$ cat src/rtl/ex_muldiv_if.sv
// Handshake and result bundle between the EX stage and the iterative multiply/divide unit.
// The master side is the pipeline and the slave side is the unit.
interface ex_muldiv_if #(
    parameter int XLEN      = 32,
    parameter int REGADDR_W = 5
);
    logic                 start_i;
    logic [2:0]           op_i;
    logic [XLEN-1:0]      opr1_i;
    logic [XLEN-1:0]      opr2_i;
    logic [REGADDR_W-1:0] wd_i;
    logic                 wreg_i;
    logic                 flush_i;
    logic                 ex_stall_o;
    logic                 done_o;
    logic [REGADDR_W-1:0] wd_o;
    logic                 wreg_o;
    logic [XLEN-1:0]      wdata_o;

    modport master (
        output start_i, op_i, opr1_i, opr2_i, wd_i, wreg_i, flush_i,
        input  ex_stall_o, done_o, wd_o, wreg_o, wdata_o
    );

    modport slave (
        input  start_i, op_i, opr1_i, opr2_i, wd_i, wreg_i, flush_i,
        output ex_stall_o, done_o, wd_o, wreg_o, wdata_o
    );
endinterface

$ cat src/rtl/ex_muldiv.sv
// Iterative RV32M multiply/divide unit: one bit per cycle on operand magnitudes,
// with sign fix-up after the loop and single-cycle resolution of trivial cases.
//
// state | meaning
// IDLE  | waiting for start_i; trivial cases resolve here straight to DONE
// CALC  | XLEN shift-add (multiply) or restoring shift-subtract (divide) steps
// FIX   | sign correction and result select
// DONE  | result presented for one cycle, pipeline released
module ex_muldiv #(
    parameter int XLEN      = 32,
    parameter int REGADDR_W = 5
) (
    input  logic       clk,
    input  logic       rst,
    ex_muldiv_if.slave bus
);
    localparam int CNT_W = $clog2(XLEN);

    localparam logic [2:0] OP_MUL    = 3'd0;
    localparam logic [2:0] OP_MULH   = 3'd1;
    localparam logic [2:0] OP_MULHSU = 3'd2;
    localparam logic [2:0] OP_DIV    = 3'd4;
    localparam logic [2:0] OP_REM    = 3'd6;

    localparam logic [XLEN-1:0] MOST_NEG = {1'b1, {(XLEN-1){1'b0}}};

    typedef enum logic [1:0] {
        S_IDLE,
        S_CALC,
        S_FIX,
        S_DONE
    } state_t;

    state_t               state;
    logic [CNT_W-1:0]     cnt;
    logic [2:0]           op_q;
    logic                 neg_q;
    logic                 neg_rem_q;
    logic [XLEN-1:0]      mag_b;
    logic [XLEN-1:0]      acc_hi;
    logic [XLEN-1:0]      acc_lo;
    logic [REGADDR_W-1:0] wd_q;
    logic                 wreg_q;
    logic                 done_q;
    logic [REGADDR_W-1:0] wd_r;
    logic [XLEN-1:0]      wdata_r;

    logic                 a_signed;
    logic                 b_signed;
    logic                 a_neg;
    logic                 b_neg;
    logic [XLEN-1:0]      a_mag;
    logic [XLEN-1:0]      b_mag;
    logic                 div_zero;
    logic                 div_ovf;
    logic                 mul_zero;
    logic                 special;
    logic [XLEN-1:0]      special_res;

    always_comb begin
        a_signed = (bus.op_i == OP_MULH) || (bus.op_i == OP_MULHSU) ||
                   (bus.op_i == OP_DIV)  || (bus.op_i == OP_REM);
        b_signed = (bus.op_i == OP_MULH) || (bus.op_i == OP_DIV) || (bus.op_i == OP_REM);
        a_neg    = a_signed & bus.opr1_i[XLEN-1];
        b_neg    = b_signed & bus.opr2_i[XLEN-1];
        a_mag    = a_neg ? (~bus.opr1_i + XLEN'(1)) : bus.opr1_i;
        b_mag    = b_neg ? (~bus.opr2_i + XLEN'(1)) : bus.opr2_i;

        div_zero = bus.op_i[2] && (bus.opr2_i == '0);
        div_ovf  = ((bus.op_i == OP_DIV) || (bus.op_i == OP_REM)) &&
                   (bus.opr1_i == MOST_NEG) && (bus.opr2_i == '1);
        mul_zero = !bus.op_i[2] && ((bus.opr1_i == '0) || (bus.opr2_i == '0));
        special  = div_zero || div_ovf || mul_zero;

        special_res = '0;
        if (div_zero) begin
            special_res = bus.op_i[1] ? bus.opr1_i : '1;
        end else if (div_ovf) begin
            special_res = bus.op_i[1] ? '0 : bus.opr1_i;
        end
    end

    logic [XLEN:0]   mul_sum;
    logic [XLEN:0]   div_shift;
    logic [XLEN:0]   div_sub;
    logic            div_ge;
    logic            lo_zero;
    logic [XLEN-1:0] fix_res;

    // Partial remainder stays below the divisor, so the XLEN+1-bit difference
    // never overflows and its top bit is a clean borrow.
    always_comb begin
        mul_sum   = {1'b0, acc_hi} + (acc_lo[0] ? {1'b0, mag_b} : {(XLEN+1){1'b0}});
        div_shift = {acc_hi, acc_lo[XLEN-1]};
        div_sub   = div_shift - {1'b0, mag_b};
        div_ge    = ~div_sub[XLEN];
        lo_zero   = (acc_lo == '0);

        // High-half negation of the 2*XLEN product: the +1 only carries in
        // when the low half is all zeros.
        if (!op_q[2]) begin
            if (op_q[1:0] == 2'b00) begin
                fix_res = acc_lo;
            end else begin
                fix_res = neg_q ? (~acc_hi + XLEN'(lo_zero)) : acc_hi;
            end
        end else if (!op_q[1]) begin
            fix_res = neg_q ? (~acc_lo + XLEN'(1)) : acc_lo;
        end else begin
            fix_res = neg_rem_q ? (~acc_hi + XLEN'(1)) : acc_hi;
        end
    end

    always_ff @(posedge clk) begin
        if (rst) begin
            state     <= S_IDLE;
            cnt       <= '0;
            op_q      <= '0;
            neg_q     <= 1'b0;
            neg_rem_q <= 1'b0;
            mag_b     <= '0;
            acc_hi    <= '0;
            acc_lo    <= '0;
            wd_q      <= '0;
            wreg_q    <= 1'b0;
            done_q    <= 1'b0;
            wd_r      <= '0;
            wdata_r   <= '0;
        end else begin
            done_q <= 1'b0;
            if (bus.flush_i) begin
                state <= S_IDLE;
            end else begin
                case (state)
                    S_IDLE: begin
                        if (bus.start_i) begin
                            op_q      <= bus.op_i;
                            neg_q     <= a_neg ^ b_neg;
                            neg_rem_q <= a_neg;
                            mag_b     <= b_mag;
                            acc_hi    <= '0;
                            acc_lo    <= a_mag;
                            wd_q      <= bus.wd_i;
                            wreg_q    <= bus.wreg_i;
                            if (special) begin
                                wdata_r <= special_res;
                                wd_r    <= bus.wd_i;
                                done_q  <= 1'b1;
                                state   <= S_DONE;
                            end else begin
                                cnt   <= CNT_W'(XLEN - 1);
                                state <= S_CALC;
                            end
                        end
                    end
                    S_CALC: begin
                        if (op_q[2]) begin
                            acc_hi <= div_ge ? div_sub[XLEN-1:0] : div_shift[XLEN-1:0];
                            acc_lo <= {acc_lo[XLEN-2:0], div_ge};
                        end else begin
                            acc_hi <= mul_sum[XLEN:1];
                            acc_lo <= {mul_sum[0], acc_lo[XLEN-1:1]};
                        end
                        if (cnt == '0) begin
                            state <= S_FIX;
                        end else begin
                            cnt <= cnt - CNT_W'(1);
                        end
                    end
                    S_FIX: begin
                        wdata_r <= fix_res;
                        wd_r    <= wd_q;
                        done_q  <= 1'b1;
                        state   <= S_DONE;
                    end
                    default: begin
                        state <= S_IDLE;
                    end
                endcase
            end
        end
    end

    assign bus.ex_stall_o = (state == S_CALC) || (state == S_FIX) ||
                            ((state == S_IDLE) && bus.start_i);
    assign bus.done_o     = done_q;
    assign bus.wreg_o     = done_q & wreg_q & ~bus.flush_i;
    assign bus.wd_o       = wd_r;
    assign bus.wdata_o    = wdata_r;
endmodule

$ cat src/flat_wrapper.sv
// flat-port wrapper written by rule: the top's interface ports become plain ports
module ex_muldiv_flat 
#(
    parameter int XLEN      = 32,
    parameter int REGADDR_W = 5
)
  (clk, rst, bus_start_i, bus_op_i, bus_opr1_i, bus_opr2_i, bus_wd_i, bus_wreg_i, bus_flush_i, bus_ex_stall_o, bus_done_o, bus_wd_o, bus_wreg_o, bus_wdata_o);
  ex_muldiv_if #(.XLEN(XLEN), .REGADDR_W(REGADDR_W)) bus_i ();
  input  logic clk;
  input  logic rst;
  input wire logic [$bits(bus_i.start_i)-1:0] bus_start_i;
  input wire logic [$bits(bus_i.op_i)-1:0] bus_op_i;
  input wire logic [$bits(bus_i.opr1_i)-1:0] bus_opr1_i;
  input wire logic [$bits(bus_i.opr2_i)-1:0] bus_opr2_i;
  input wire logic [$bits(bus_i.wd_i)-1:0] bus_wd_i;
  input wire logic [$bits(bus_i.wreg_i)-1:0] bus_wreg_i;
  input wire logic [$bits(bus_i.flush_i)-1:0] bus_flush_i;
  output wire logic [$bits(bus_i.ex_stall_o)-1:0] bus_ex_stall_o;
  output wire logic [$bits(bus_i.done_o)-1:0] bus_done_o;
  output wire logic [$bits(bus_i.wd_o)-1:0] bus_wd_o;
  output wire logic [$bits(bus_i.wreg_o)-1:0] bus_wreg_o;
  output wire logic [$bits(bus_i.wdata_o)-1:0] bus_wdata_o;
  assign bus_i.start_i = bus_start_i;
  assign bus_i.op_i = bus_op_i;
  assign bus_i.opr1_i = bus_opr1_i;
  assign bus_i.opr2_i = bus_opr2_i;
  assign bus_i.wd_i = bus_wd_i;
  assign bus_i.wreg_i = bus_wreg_i;
  assign bus_i.flush_i = bus_flush_i;
  assign bus_ex_stall_o = bus_i.ex_stall_o;
  assign bus_done_o = bus_i.done_o;
  assign bus_wd_o = bus_i.wd_o;
  assign bus_wreg_o = bus_i.wreg_o;
  assign bus_wdata_o = bus_i.wdata_o;
  ex_muldiv #(.XLEN(XLEN), .REGADDR_W(REGADDR_W)) u_core (.clk(clk), .rst(rst), .bus(bus_i));
endmodule
$ cat config.mk
export PLATFORM = sky130hd
export DESIGN_NAME = ex_muldiv_flat
export DESIGN_NICKNAME = d
export VERILOG_FILES = /design/src/rtl/ex_muldiv_if.sv /design/src/rtl/ex_muldiv.sv /design/src/flat_wrapper.sv
export SDC_FILE = /design/constraint.sdc
export NUM_CORES = 1
export LEC_CHECK = 0
export ABC_AREA = 1
export CORE_UTILIZATION = 25
export CTS_CLUSTER_DIAMETER = 100
export DETAILED_ROUTE_END_ITERATION = 6
export GPL_ROUTABILITY_DRIVEN = 0
export PLACE_DENSITY = 0.36
export SYNTH_ARGS = -nofsm -noshare
export SYNTH_HDL_FRONTEND = slang
export SYNTH_SLANG_ARGS = --single-unit
$ cat constraint.sdc
create_clock -name clk -period 9 [get_ports clk]
set_input_delay 1.8 -clock clk [delete_from_list [all_inputs] [get_ports clk]]
set_output_delay 1.8 -clock clk [all_outputs]
set_load 0.01 [all_outputs]
==> summary.md <==
| Metric | Value |
|---|---|
| Sequential power share | `31.7%` |
| CTS Root Cell | `clkbuf_16` |
| Die ar. | `73000 um2` |
| Yosys Warn Count | `0` |
| Core area | `70600 um2` |
| Instance count of the mapped netlist | `3402` |
| CTS Buf Count | `17` |
| Yosys cell types | `49` |
| DRT iter0 DRCs | `1775` |
| Clock transition at path regs | `0.07 ns` |
| Max-cap violations | `0` |
| Initial Util | `25.5%` |
| Syn Nets | `3558` |
| Startpoint types | `primary input` |
| Tot Pwr | `2.48 mW` |
| Io pins | `117` |
| Worst Path Max Fanout | `3` |
| Worst skew pair latency | `0.50 ns` |
| Rows | `97` |
| Routed vias | `21.8k` |
| CP arrival | `3.09 ns` |
| Sw Pwr | `1.10 mW` |
| Gr usage total | `24.3%` |
| Maximum number of pins on one net before global-route repair | `73` |
| Area grow syn2layout | `14.2%` |
| P per Cell Area | `121 nW/um2` |
| Outcome | `finished, final reports clean` |
| Required @ worst endpoint | `7.20 ns` |
| Final #Nets | `3582` |
| Relative slew slack | `36.6%` |
| Max H-tree Level | `4` |
| WS Path Type | `primary input to output pin` |
| Filler cell count | `8296` |
| Final Core Density | `29.1%` |
| Grt ovf | `0` |
| Die Ht | `270 um` |
| Area of the multi-input gates | `12400 um2` |
| Vias in the first global route | `20.6k` |
| Asr flop ratio synth | `0%` |
| Worst vdd ir | `161 uV` |
| WL final | `90000 um` |
| Post-CTS sizing | `0` |
| 1st-pass router iterations | `6` |
| Fin Setup TNS | `0 ns` |
| Register area share after synthesis | `16.9%` |
| Reg-to-reg slack, setup | `4.28 ns` |
| Fin crit share | `54.3%` |
| Setup Skew | `0.0155 ns` |
| DPL Wire Length | `71400 um` |
| Slew Limit Fails | `0` |
| CTS tree | `yes` |
| Period minus WS final | `4.89 ns` |
| Reg area | `3050 um2` |
| Post-Syn Area | `18000 um2` |
| Clk pwr share | `30.8%` |
| P_int | `1.38 mW` |
| Share of cells above drive strength 1 | `3.52%` |
| Switching part of the total | `44.4%` |
| Chip width | `270 um` |
| Post-route cell area | `20500 um2` |
| Worst min path class | `flop to flop` |
| Global-route wire length before repair | `134000 um` |
| Number of vias per cell | `4.98` |
| RSZ-0062 raised after global routing | `no` |
| Synth Flop Type | `dfxtp_1` |
| Final Hold Viols | `0` |
| Clk sinks | `152` |
| CTS max path bufs | `2` |
| DRC errors left | `0` |
| Setup violators final | `0` |
| Lkg Pwr | `10.2 nW` |
| Post-CTS setup buffers | `0` |
| Crit. End Element | `output pin` |
| Placed cell areas | `19900 um2` |
| Post-Syn Area per Cell | `5.29 um2` |
| Hold Buf Count CTS | `0` |
| Worst slew pin tran | `0.949 ns` |
| WL/cell | `20.6 um` |
| IO Port Bufs | `116` |
| Commonest non-fill, non-tap cell in the layout | `nand2_1` |
| Commonest non-fill, non-tap cells in the layout | `1047 x nand2_1, 519 x inv_1, 375 x nor2_1` |
| ANT nets after route | `0` |
| Initial antenna violation count | `0` |
| FMAX | `205 MHz` |
| Post-synth EDFFs | `0` |
| Comb pwr share | `37.5%` |
| #FFs+latches synth | `152` |
[worst max-delay path: stages]
cell and delay (ns):
clkdlybuf4s50_1 0.51, nand2_1 0.11, nand2_1 0.12, clkdlybuf4s50_1 0.54
[power by group through the flow]
stage / Sequential (mW) / Clock (mW) / Combinational [mW]
2_1_floorplan: 0.767 / 0 / 0.595
6_report: 0.788 / 0.764 / 0.930
5_1_grt: 0.794 / 0.813 / 1.03
3_5_place_dp: 0.802 / 0 / 0.922
4_1_cts: 0.786 / 0.793 / 0.927
3_3_place_gp: 0.802 / 0 / 0.923
[worst paths after layout]
check | from | to | cells past startpoint
worst max-delay path | bus_start_i | bus_ex_stall_o | 4
worst min-delay path | u_core.bus.wd_o[2]$_SDFFE_PP0P_ | u_core.bus.wd_o[2]$_SDFFE_PP0P_ | 2
worst max register to register | u_core.acc_lo[0]$_SDFFE_PP0P_ | u_core.bus.wdata_o[22]$_SDFFE_PP0P_ | 24
worst min register to register | u_core.bus.wd_o[2]$_SDFFE_PP0P_ | u_core.bus.wd_o[2]$_SDFFE_PP0P_ | 2
[flip-flops by register name, summed over array words and instances, names as in the netlist, 2 cells and up]
| name | flops |
|---|---|
| u_core.acc_lo | 32 |
| u_core.cnt | 5 |
| u_core.state | 2 |
| u_core.bus.wd_o | 5 |
| u_core.op_q | 3 |
| u_core.wd_q | 5 |
| u_core.bus.wdata_o | 32 |
| u_core.mag_b | 32 |
| u_core.acc_hi | 32 |
[synth_stat cells (6+ instances only)]
master	count	share of area [%]
and2_1	6	0.21
o21ai_1	13	0.36
xnor2_1	15	0.73
dfxtp_1	152	17
o21ai_0	233	6.5
nand2_2	10	0.35
buf_2	16	0.45
inv_1	522	11
nor3_1	47	1.3
nor2_1	379	7.9
o211ai_1	36	1.5
nor2_2	10	0.35
a21oi_1	226	6.3
xor2_1	42	2.0
o21bai_1	6	0.25
nand2_1	1047	22
inv_2	10	0.21
nand3b_1	6	0.25
buf_1	14	0.29
nand4_1	41	1.4
nor4_1	8	0.28
nand3_1	308	8.6
a31oi_1	25	0.87
ha_1	77	5.4
clkbuf_1	95	2.0
[cells by family after synthesis]
family | count (synthesis) | synth area share (%)
XOR/XNOR | 57 | 2.78
AO/OA/AOI/OAI | 558 | 16.6
flip-flops | 152 | 16.9
buffers and inverters | 669 | 14.4
AND/OR/NAND/NOR | 1887 | 43.8
adder cells (fa/ha/maj) | 79 | 5.58
[metal layers]
layer,global-route usage (%),share of wire [%]
met5,0,0
met4,3.72,1.1
met3,4.21,6.6
met2,37.6,43
met1,35.4,49
[through the flow]
stage | hold slack [ns] | worst slack, ns | std cells
after CTS | 0.494 | 4.10 | 4379
after global routing | 0.512 | 3.86 | 4379
after detailed placement | 0.476 | 4.00 | 4347
after floorplan | 0.454 | 5.23 | 3402
final | 0.490 | 4.11 | 4380
after global placement | 0.468 | 4.11 | 4347
[final cells by class]
cell class                      instances  share of cell area (%)
Clock inverter                         14                   0.755
Sequential cell                       152                    14.8
Antenna cell                            1                  0.0122
Clock buffer                           18                    2.14
Inverter                              535                    9.78
Timing Repair Buffer                  139                    6.47
Multi-Input combinational cell       2581                    60.3
Tap cell                              940                    5.73
Power figures use the tool's default switching activity.
